### config.mk
export PLATFORM = sky130hd
export DESIGN_NAME = video_hv_timing
export DESIGN_NICKNAME = d
export VERILOG_FILES = /design/src/rtl/video_hv_timing.sv
export SDC_FILE = /design/constraint.sdc
export NUM_CORES = 1
export LEC_CHECK = 0
export ABC_AREA = 1
export CAP_MARGIN = 5
export CORE_MARGIN = 2
export CORE_UTILIZATION = 42
export CTS_CLUSTER_DIAMETER = 30
export DETAILED_ROUTE_END_ITERATION = 12
export GPL_TIMING_DRIVEN = 0
export PLACE_DENSITY = 0.69
export SYNTH_ARGS = -nofsm -noshare
export SYNTH_HDL_FRONTEND = slang
export SYNTH_SLANG_ARGS = --single-unit
### constraint.sdc
create_clock -name clk -period 2.2 [get_ports clk]
set_clock_uncertainty 0.2 [all_clocks]
set_input_delay 0.33 -clock clk [delete_from_list [all_inputs] [get_ports clk]]
set_output_delay 0.33 -clock clk [all_outputs]
set_load 0.01 [all_outputs]
### src/rtl/video_hv_timing.sv
// video_hv_timing: prescaler edge detector driving H/V counters, sync, blank and line/frame strobes
module video_hv_timing #(
   parameter int DIV_SEL      = 0,
   parameter int H_W          = 9,
   parameter int V_W          = 9,
   parameter int H_TOTAL      = 456,
   parameter int H_ACTIVE     = 336,
   parameter int H_SYNC_START = 360,
   parameter int H_SYNC_END   = 392,
   parameter int V_TOTAL      = 262,
   parameter int V_ACTIVE     = 240,
   parameter int V_SYNC_START = 245,
   parameter int V_SYNC_END   = 248
) (
   input  logic           clk,
   input  logic           rst,
   input  logic [3:0]     div_q,
   input  logic           run,
   output logic           pix_en,
   output logic [H_W-1:0] h_cnt,
   output logic [V_W-1:0] v_cnt,
   output logic           hblank,
   output logic           vblank,
   output logic           hsync_b,
   output logic           vsync_b,
   output logic           line_start,
   output logic           frame_start
);
   if (DIV_SEL < 0 || DIV_SEL > 3 || H_TOTAL < 1 || H_TOTAL > 2**H_W || V_TOTAL < 1 || V_TOTAL > 2**V_W ||
       H_ACTIVE > 2**H_W || H_SYNC_START > 2**H_W || H_SYNC_END > 2**H_W ||
       V_ACTIVE > 2**V_W || V_SYNC_START > 2**V_W || V_SYNC_END > 2**V_W) begin : g_bad_params
      $error("video_hv_timing: illegal parameter set");
   end
   localparam logic [1:0]     SEL    = 2'(DIV_SEL);
   localparam logic [H_W-1:0] H_LAST = H_W'(H_TOTAL - 1);
   localparam logic [V_W-1:0] V_LAST = V_W'(V_TOTAL - 1);
   // decode thresholds carry one spare bit so a limit equal to 2**W still compares correctly
   localparam logic [H_W:0]   H_ACT  = (H_W+1)'(H_ACTIVE);
   localparam logic [H_W:0]   H_SS   = (H_W+1)'(H_SYNC_START);
   localparam logic [H_W:0]   H_SE   = (H_W+1)'(H_SYNC_END);
   localparam logic [V_W:0]   V_ACT  = (V_W+1)'(V_ACTIVE);
   localparam logic [V_W:0]   V_SS   = (V_W+1)'(V_SYNC_START);
   localparam logic [V_W:0]   V_SE   = (V_W+1)'(V_SYNC_END);
   logic [3:0]     q_r, q_p;
   logic           adv, h_wrap, v_wrap;
   logic [H_W-1:0] h_nxt;
   logic [V_W-1:0] v_nxt;
   logic [H_W:0]   h_ext;
   logic [V_W:0]   v_ext;
   // two-stage sample of the prescaler; reset to all ones so a high input is not seen as an edge
   always_ff @(posedge clk) begin
      if (rst) begin
         q_r    <= 4'hF;
         q_p    <= 4'hF;
         pix_en <= 1'b0;
      end else begin
         q_r    <= div_q;
         q_p    <= q_r;
         pix_en <= q_r[SEL] & ~q_p[SEL];
      end
   end
   // next counts: advance only on a pixel enable while running, wrapping at the line/frame ends
   always_comb begin
      adv    = pix_en & run;
      h_wrap = adv & (h_cnt == H_LAST);
      v_wrap = h_wrap & (v_cnt == V_LAST);
      h_nxt  = !adv ? h_cnt : h_wrap ? '0 : h_cnt + 1'b1;
      v_nxt  = !h_wrap ? v_cnt : v_wrap ? '0 : v_cnt + 1'b1;
      h_ext  = {1'b0, h_nxt};
      v_ext  = {1'b0, v_nxt};
   end
   // counters, decodes from the next counts so they align with h_cnt/v_cnt, and wrap strobes
   always_ff @(posedge clk) begin
      if (rst) begin
         h_cnt       <= '0;
         v_cnt       <= '0;
         hblank      <= 1'b0;
         vblank      <= 1'b0;
         hsync_b     <= 1'b1;
         vsync_b     <= 1'b1;
         line_start  <= 1'b0;
         frame_start <= 1'b0;
      end else begin
         h_cnt       <= h_nxt;
         v_cnt       <= v_nxt;
         hblank      <= h_ext >= H_ACT;
         vblank      <= v_ext >= V_ACT;
         hsync_b     <= !(h_ext >= H_SS && h_ext < H_SE);
         vsync_b     <= !(v_ext >= V_SS && v_ext < V_SE);
         line_start  <= h_wrap;
         frame_start <= v_wrap;
      end
   end
endmodule

Yosys cells after proc, flatten, opt, wreduce, memory -nomap -nowiden
Cells that the tools add are included.
- mux-type cells: 4
- equal/unequal tests: 2
- bitwise logic cells: 5
- reductions and logical operators: 4
- add/sub/neg operators: 2
- order comparisons: 6
- operators by type and width (operator ; number):
    two-way mux 9 bit ; 4
    adder 9 x 1 -> 9 bit (second input constant) ; 2
    == test 9 bit (second input constant) ; 2
    >= comparator 9 x 8 -> 1 bit (second input constant) ; 2
    >= comparator 9 bit (second input constant) ; 2
    < comparator 9 x 8 -> 1 bit (second input constant) ; 1
    < comparator 9 bit (second input constant) ; 1
    bitwise AND 1 bit ; 4
    logical AND 1 bit ; 2
    logical NOT 1 bit ; 2
    NOT 1 bit ; 1
- input port bits: 7
- word-level logic and storage cells: 34
- output and inout bits: 25
- bits in registers: 27

Logic depth before layout (Yosys ltp)
Gate-level depths: netlist of run 1.
- depth in word-level cells: 8
- mapped depth: 12
- mapped depth without buffers: 12

Least setup slack after synthesis of run 1
Ideal clock, no wire load.
- kind: reg2reg
- start: reg h_cnt[0]
- end: reg vblank
- path buffers: 0
- library setup time: 0.113 ns
- cell stages (with the launch flop): 11
- clock period less this slack: 1.690 ns
- arrival: 1.376 ns
- required time: 1.887 ns
- path slack: 0.510 ns
- cell sequence: dfxtp_1 ha_1 nand2_2 inv_2 nand3_1 nor2_4 nand3_1 nand2_1 nor2_1 nand3_1 nand2_1
- cells in the longest elaborated chain, start to end: 6
- ends and longest elaborated chain (what ; line ; RTL):
    start: declaration ; 20 ; output logic [H_W-1:0] h_cnt,
    start signal: assignment ; 84 ; h_cnt <= h_nxt;
    == test 9 bit * ; 65 ; h_wrap = adv & (h_cnt == H_LAST);
    bitwise AND 1 bit * ; 65 ;
    bitwise AND 1 bit ; 66 ; v_wrap = h_wrap & (v_cnt == V_LAST);
    two-way mux 9 bit ; 68 ; v_nxt = !h_wrap ? v_cnt : v_wrap ? '0 : v_cnt + 1'b1;
    two-way mux 9 bit * ; 68 ;
    >= comparator 9 x 8 -> 1 bit * ; 87 ; vblank <= v_ext >= V_ACT;
    end signal: assignment ; 78 ; vblank <= 1'b0;
    end signal: assignment ; 87 ;
    end: declaration ; 23 ; output logic vblank,
Mark *: on every way between the ends. The rest lies on a longest branch, timed or not.
A chain may end at the register's enable or synchronous reset.

Worst setup path after layout of run 1
- start: reg h_cnt[0]
- end: reg vsync_b
- cells in the longest elaborated chain, start to end: 8
- elaborated cells between the ends (all ways): 9
- those cells by class: 2 x order compare; 1 x eq/ne; 2 x mux; 2 x bitwise; 2 x reduce/logical
- ends and longest elaborated chain (what ; line ; RTL):
    == test 9 bit * ; 65 ;
    bitwise AND 1 bit * ; 65 ;
    bitwise AND 1 bit ; 66 ;
    two-way mux 9 bit ; 68 ;
    two-way mux 9 bit * ; 68 ;
    >= comparator 9 x 8 -> 1 bit or < comparator 9 x 8 -> 1 bit (tied branches) ; 89 ; vsync_b <= !(v_ext >= V_SS && v_ext < V_SE);
    logical AND 1 bit * ; 89 ;
    logical NOT 1 bit * ; 89 ;
    end signal: assignment ; 89 ;
    end: declaration ; 25 ; output logic vsync_b,
Marked as above.

==> key figures, run 1 <==
Floorplan
  • Die X: 62.8 µm
  • Initial core utilization: 0.435
  • Chip height: 62.8 µm
  • Core Rows: 21
  • IO Count: 32
  • Total die area: 3950 µm²
  • Core area: 3340 µm²

Cells and area
  • Layout net count: 270
  • Synth-to-Final Area Change: 24.4%
  • Most common cell after layout, fill and taps aside: nand2_1
  • Layout cell share with drive strength beyond 1: 0.0811
  • Commonest cells after routing, fill and taps aside: nand2_1 (70), nor2_1 (33), inv_1 (30), dfxtp_1 (27), clkdlybuf4s50_1 (27)
  • Final Core Density: 0.541
  • Post-route insts no fill: 305
  • ANT cells: 0

STA
  • Final Hold Violating Endpoints: 0
  • Endpoints failing setup: 0
  • Measured slew at the worst slew-check pin: 0.504 ns
  • F_max: 0.516 GHz
  • Min Tclk post-route: 1.94 ns
  • Tcrit/Tclk final: 0.882
  • Final slew viol count: 0
  • Max-slew headroom: 0.664
  • RSZ-0062 raised after global routing: no

Worst setup path
  • Crit path depth: 10
  • Startpoint types: flop
  • Crit Path Class: flop to flop
  • CP startpoint: h_cnt[0]
  • Arrival time worst endpoint: 1.96 ns
  • Top delay family on crit path: simple AND/OR/NAND/NOR gates
  • Cell Chain, Critical Path: ha_1 -> nand2_2 -> inv_2 -> nand3_2 -> o21ai_2 -> nand2_1 -> inv_1 -> nand2_1 -> nor2_1 -> nand2_1
  • Reg-to-reg startpoint: h_cnt[0]
  • RR Endpoint: vsync_b
  • Buf+Inv Stages, Crit Path: 2
  • CP peak stage delay: 0.40 ns
  • Setup crit end: vsync_b
  • Crit path max-delay cell type: dfxtp_1
  • CP Max Fanout: 10
  • R2r setup slk: 0.26 ns
  • Setup crit end kind: flop
  • Critical path data required time: 2.22 ns
  • R2R depth: 10
  • Cell mode on critical path: nand2_1

Clock tree
  • TritonCTS clock tree: yes
  • Post-cts hold buffer count: 0
  • Depth of the CTS H-tree: 1
  • CTS max path bufs: 2
  • Post-CTS setup buffer count: 0
  • CTS Root Cell: clkbuf_4
  • Count of clock tree sinks: 27
  • Resized cells post-CTS: 0
  • Clock latency on the worst-skew pair: 0.32 ns
  • Clock Pin Slew Worst Setup and Hold Paths: 0.13 ns
  • Num CTS Buffers: 3

Synth
  • Top-area cell type share of the netlist area: 0.372
  • Top post-synthesis cells by area: dfxtp_1 (37%), nand2_1 (18%), nor2_1 (8.5%)
  • Synthesized area per cell: 6.37 µm²
  • Post-Synth XOR/XNOR Area: 0
  • Synthesized instance count: 228
  • Mux share of post-synthesis cell area: 0
  • Syn Nets: 238
  • Number of synthesized register bits: 27
  • Yosys cell types: 20
  • Mapped Area: 1450 µm²
  • Syn. warnings: 0
  • Post-Synth Simple-Gate Area: 0.458
  • Sequential area share after synthesis: 0.372
  • Compound-Gate Fraction of Synth Area: 0.0508
  • Leading area contributor after synthesis: dfxtp_1
  • Combinational family with the most area after synthesis: simple AND/OR/NAND/NOR gates
  • Adder-cell area share of the yosys netlist: 0.0258

Placement
  • DPL Wire Length: 2570 µm
  • Gpl congestion: 0.882
  • # placed instances: 301
  • IO buf count: 27

Drt
  • Routed len/inst: 10.7 µm
  • DRT iter0 DRCs: 101
  • Drt pass-1 iters: 4
  • Antenna-violating nets left: 0
  • Drt total wl: 3250 µm
  • Vias after detailed routing: 1455
  • Vias per cell: 4.77
  • Drt drc: 0

Pwr
  • Pwr dens: 397 nW/µm²
  • Peak VDD IR: 0.291 mV
  • Leak: 0.789 nW

Global routing
  • Total track usage: 0.185
  • Vias in the first global route: 1342
  • Initial antenna violation count: 0
  • GRT overflow: 0
  • Largest net degree at the start of global routing: 15
  • First-pass GRT wire length: 5840 µm

Hold path
  • Worst hold start: q_p[0]
  • Hold depth: 1
  • Worst hold path type: flop to flop

Run status
  • Status: completed

Job
  • MaxCap Viol Count: 0
-- per-layer routing --
metal,track usage,part of all wire
met1,0.236,0.49
met2,0.297,0.45
met3,0.0414,0.039
met4,0.0806,0.018
met5,0,0
-- power breakdown --
group          leakage, nW  internal (mW)  switching, mW  total [mW]
clock network       0.0150         0.0709          0.134       0.205
logic                0.556        0.00742         0.0122      0.0196
registers            0.218          0.491        0.00105       0.492
total                0.789          0.570          0.148       0.717
-- worst reg2reg max path: stages, from the launching register on --
cell,delay (ns)
dfxtp_1,0.40
ha_1,0.22
nand2_2,0.10
inv_2,0.10
nand3_2,0.25
o21ai_2,0.19
nand2_1,0.09
inv_1,0.06
nand2_1,0.06
nor2_1,0.12
nand2_1,0.07
-- cell type report --
cell class,instances,area (µm²)
repair buffers,27,270
multi-input cells,165,777
plain buffers,2,7.51
clock buffers,4,26.3
well taps,46,57.6
inverters,34,128
flip-flops and latches,27,541
fillers,370,1530
-- state kept, by name (all words and copies together), names as in the netlist --
register and count:
frame_start 1, h_cnt 9, hblank 1, hsync_b 1, line_start 1, pix_en 1, q_p 1, q_r 1
v_cnt 9, vblank 1, vsync_b 1
-- synth_stat cells (all sizes together) --
cell type / instances
dfxtp: 27
nor2: 38
a21oi: 5
and3: 1
ha: 3
o21ai: 6
nand4: 7
nand3: 24
nand2: 74
or2: 2
nor3: 3
a21o: 2
inv: 34
clkbuf: 2
-- cell families after synthesis --
kind of cell / after synthesis
AOI/OAI and AO/OA: 13
DFF: 27
adders and majority gates: 3
buffers and inverters: 36
and+or+nand+nor: 149
-- how the worst min path moves through the flow --
stage                     to  slack [ns]
CTS                 v_cnt[0]        0.20
global route          pix_en        0.21
floorplan             pix_en        0.17
detailed placement    pix_en        0.19
global placement      pix_en        0.18
finish                pix_en        0.20
-- stage by stage --
step	setup WS [ns]	setup TNS (ns)	total power, mW	area (µm²)	hold slack (ns)
after floorplan	0.510	0	0.513	1450	0.174
after global placement	-0.0182	-0.0182	0.523	1780	0.182
after detailed placement	-0.0181	-0.0181	0.523	1780	0.185
after CTS	0.269	0	0.731	1810	0.203
after global routing	0.0752	0	0.757	1810	0.215
final	0.260	0	0.717	1810	0.198
No activity file was read; power rests on OpenSTA's default activity.
==> run 2: changes to the inputs <==
--- a/config.mk
+++ b/config.mk
@@ -12,7 +12,7 @@
 export CTS_CLUSTER_DIAMETER = 30
 export DETAILED_ROUTE_END_ITERATION = 12
 export GPL_TIMING_DRIVEN = 0
-export PLACE_DENSITY = 0.69
+export PLACE_DENSITY = 0.72
 export SYNTH_ARGS = -nofsm -noshare
 export SYNTH_HDL_FRONTEND = slang
 export SYNTH_SLANG_ARGS = --single-unit
==> constraint.sdc (replaced) <==
create_clock -name clk -period 1.6 [get_ports clk]
set_clock_uncertainty 0.2 [all_clocks]
set_input_delay 0.24 -clock clk [delete_from_list [all_inputs] [get_ports clk]]
set_output_delay 0.24 -clock clk [all_outputs]
set_load 0.01 [all_outputs]
==> run 2 against run 1 <==
The flow now finishes with violations (setup timing); clock power increased by 45%; global-route usage increased by 2.4 points; setup slack lost 0.39 ns; count of clock-buffer cells in the layout unchanged; non-clock buffer count is 14 higher; critical path depth stayed put; maximum frequency rose by 12%; combinational power is 49% higher; critical path type unchanged; via count grew 9.0%; core utilization rose by 11 points.
==> key figures, run 2 (synthesized netlist as in run 1, its figures left out) <==
Run status
  • Status: finished with violations
  • Failing checks: setup timing

Cells and area
  • Fillers: 318 (-14%)
  • Layout net count: 285 (+5.6%)
  • Post-route insts no fill: 320 (+4.9%)
  • Synth-to-Final Area Change: 50.6%
  • Layout cell share with drive strength beyond 1: 0.365 (+0.284)
  • Largest regs: h_cnt: 9 flops, v_cnt: 9 flops
  • Design Area, Final: 2190 µm² (+21%)
  • Final Core Density: 0.655 (+0.114)
  • Reg area: 602 µm² (+11%)
  • ANT cells: 0 (unchanged)
  • Commonest cells after routing, fill and taps aside: nand2_1 (54), inv_1 (27), dlygate4sd2_1 (26), nor2_1 (21), nand2_2 (19)
  • Multi-input gate area: 1000 µm² (+29%)
  • Most common cell after layout, fill and taps aside: nand2_1

Pwr
  • Leak: 1.01 nW (+28%)
  • Total power draw: 0.978 mW (+36%)
  • Pwr dens: 447 nW/µm² (+13%)
  • Clock share of power: 0.303 (+0.017)
  • Switching Share: 0.226 (+0.0197)
  • Int Pwr: 0.758 mW (+33%)
  • Comb power frac: 0.030 (+0.003)
  • Peak VDD IR: 0.350 mV (+20%)
  • Sw power: 0.221 mW (+49%)
  • Seq pwr share: 0.667 (-0.019)

Placement
  • Cell area after placement: 1800 µm² (+1.3%)
  • IO buf count: 27 (unchanged)
  • # placed instances: 301 (unchanged)
  • DPL Wire Length: 2600 µm (+1.6%)
  • DP Worst Slack: -0.561 ns (-0.543 ns)
  • Gpl congestion: 0.870 (-1.3%)

STA
  • Final Hold Violating Endpoints: 0 (unchanged)
  • RSZ-0062 raised after global routing: yes
  • Final hold slack: 0.130 ns (-0.0686 ns)
  • Final WS setup: -0.126 ns (-0.386 ns)
  • Endpoints failing setup: 8 (+8)
  • Max-slew headroom: 0.583 (-0.0806)
  • F_max: 0.579 GHz (+12%)
  • Final slew viol count: 0 (unchanged)
  • Min Tclk post-route: 1.73 ns (-0.214 ns)
  • Measured slew at the worst slew-check pin: 0.625 ns (+0.121 ns)
  • Tcrit/Tclk final: 1.08 (+0.197)
  • Setup TNS: -0.446 ns (-0.446 ns)

Worst setup path
  • Cell Chain, Critical Path: ha_4 -> nand2_4 -> inv_4 -> nand3_4 -> nor2_4 -> buf_12 -> nand2_2 -> nand2_2 -> buf_4 -> nor2_1
  • Arrival time worst endpoint: 1.73 ns (-0.23 ns)
  • Crit path max-delay cell type: dfxtp_4
  • Startpoint types: flop
  • Crit Path Class: flop to flop
  • Setup crit end kind: flop
  • CP peak stage delay: 0.39 ns (about the same)
  • Cell mode on critical path: nand2_2
  • CP Max Fanout: 5 (-5)
  • Critical path data required time: 1.61 ns (-0.61 ns)

Drt
  • Vias per cell: 4.96 (+3.9%)
  • Drt drc: 0 (unchanged)
  • Vias after detailed routing: 1586 (+9.0%)
  • DRT iter0 DRCs: 57 (-44%)
  • Antenna-violating nets left: 0 (unchanged)
  • Drt pass-1 iters: 4 (unchanged)
  • Routed len/inst: 12.4 µm (+16%)
  • Drt total wl: 3970 µm (+22%)

Job
  • MaxCap Viol Count: 0 (unchanged)

Clock tree
  • Count of clock tree sinks: 27 (unchanged)
  • CTS Root Cell: clkbuf_4
  • Clock latency on the worst-skew pair: 0.32 ns (about the same)
  • CTS max path bufs: 2 (unchanged)
  • Depth of the CTS H-tree: 1 (unchanged)
  • Clock Pin Slew Worst Setup and Hold Paths: 0.14 ns (about the same)
  • TritonCTS clock tree: yes
  • Num CTS Buffers: 3 (unchanged)
  • Post-cts hold buffer count: 0 (unchanged)

Hold path
  • Worst hold path type: input port to flop

Floorplan
  • Die X: 62.8 µm (unchanged)
  • Initial core utilization: 0.435 (unchanged)
  • Core area: 3340 µm² (unchanged)
  • Total die area: 3950 µm² (unchanged)
  • Core Rows: 21 (unchanged)
  • IO Count: 32 (unchanged)
  • Chip height: 62.8 µm (unchanged)

Global routing
  • Initial antenna violation count: 0 (unchanged)
  • First-pass GRT wire length: 6740 µm (+15%)
  • Vias in the first global route: 1529 (+14%)
  • Largest net degree at the start of global routing: 15 (unchanged)
  • Total track usage: 0.209 (+0.0241)
  • GRT overflow: 0 (unchanged)
run 2: power groups by stage:
stage	Sequential (mW)	Clock, mW	Combinational, mW
2_1_floorplan	0.690	0	0.0136
3_3_place_gp	0.689	0	0.0276
3_5_place_dp	0.689	0	0.0278
4_1_cts	0.654	0.313	0.0264
5_1_grt	0.653	0.340	0.0317
6_report	0.652	0.297	0.0293
run 2: metal layers:
layer,GRT usage,wire [µm],share of wire
met5,0,0,0
met4,0.0750,70,0.018
met3,0.0342,188,0.047
met2,0.331,1870,0.47
met1,0.285,1850,0.46
run 2: worst max-delay path, delay by kind of cell, from the launching register on:
kind | cells | cell delay, ns
adders and majority gates | 1 | 0.15
and+or+nand+nor | 6 | 0.53
buffers and inverters | 3 | 0.33
DFF | 1 | 0.39
run 2: area by class of cell:
type,instances,area share
multi-input combinational,166,0.458
inverter,34,0.0606
clock buffer,4,0.0120
buffer,2,0.00343
sequential,27,0.275
timing repair buffer,41,0.164
tap,46,0.0263
run 2: what timing repair did:
| item | in CTS | in global routing |
|---|---|---|
| resized for setup | 82 | 34 |
| buffers inserted | 11 | 3 |
| cloned | 1 | 0 |
| endpoints found under the setup margin | 35 | 15 |
| pin swaps | 11 | 19 |
run 2: path summary, 6_finish.rpt:
path,startpoint,to,slack [ns],cells after the start
setup / recovery,h_cnt[0],v_cnt[1],-0.13,10
hold / removal,rst,h_cnt[7],0.13,2
setup reg to reg,h_cnt[0],v_cnt[1],-0.13,10
hold reg to reg,q_p[0],pix_en,0.20,1
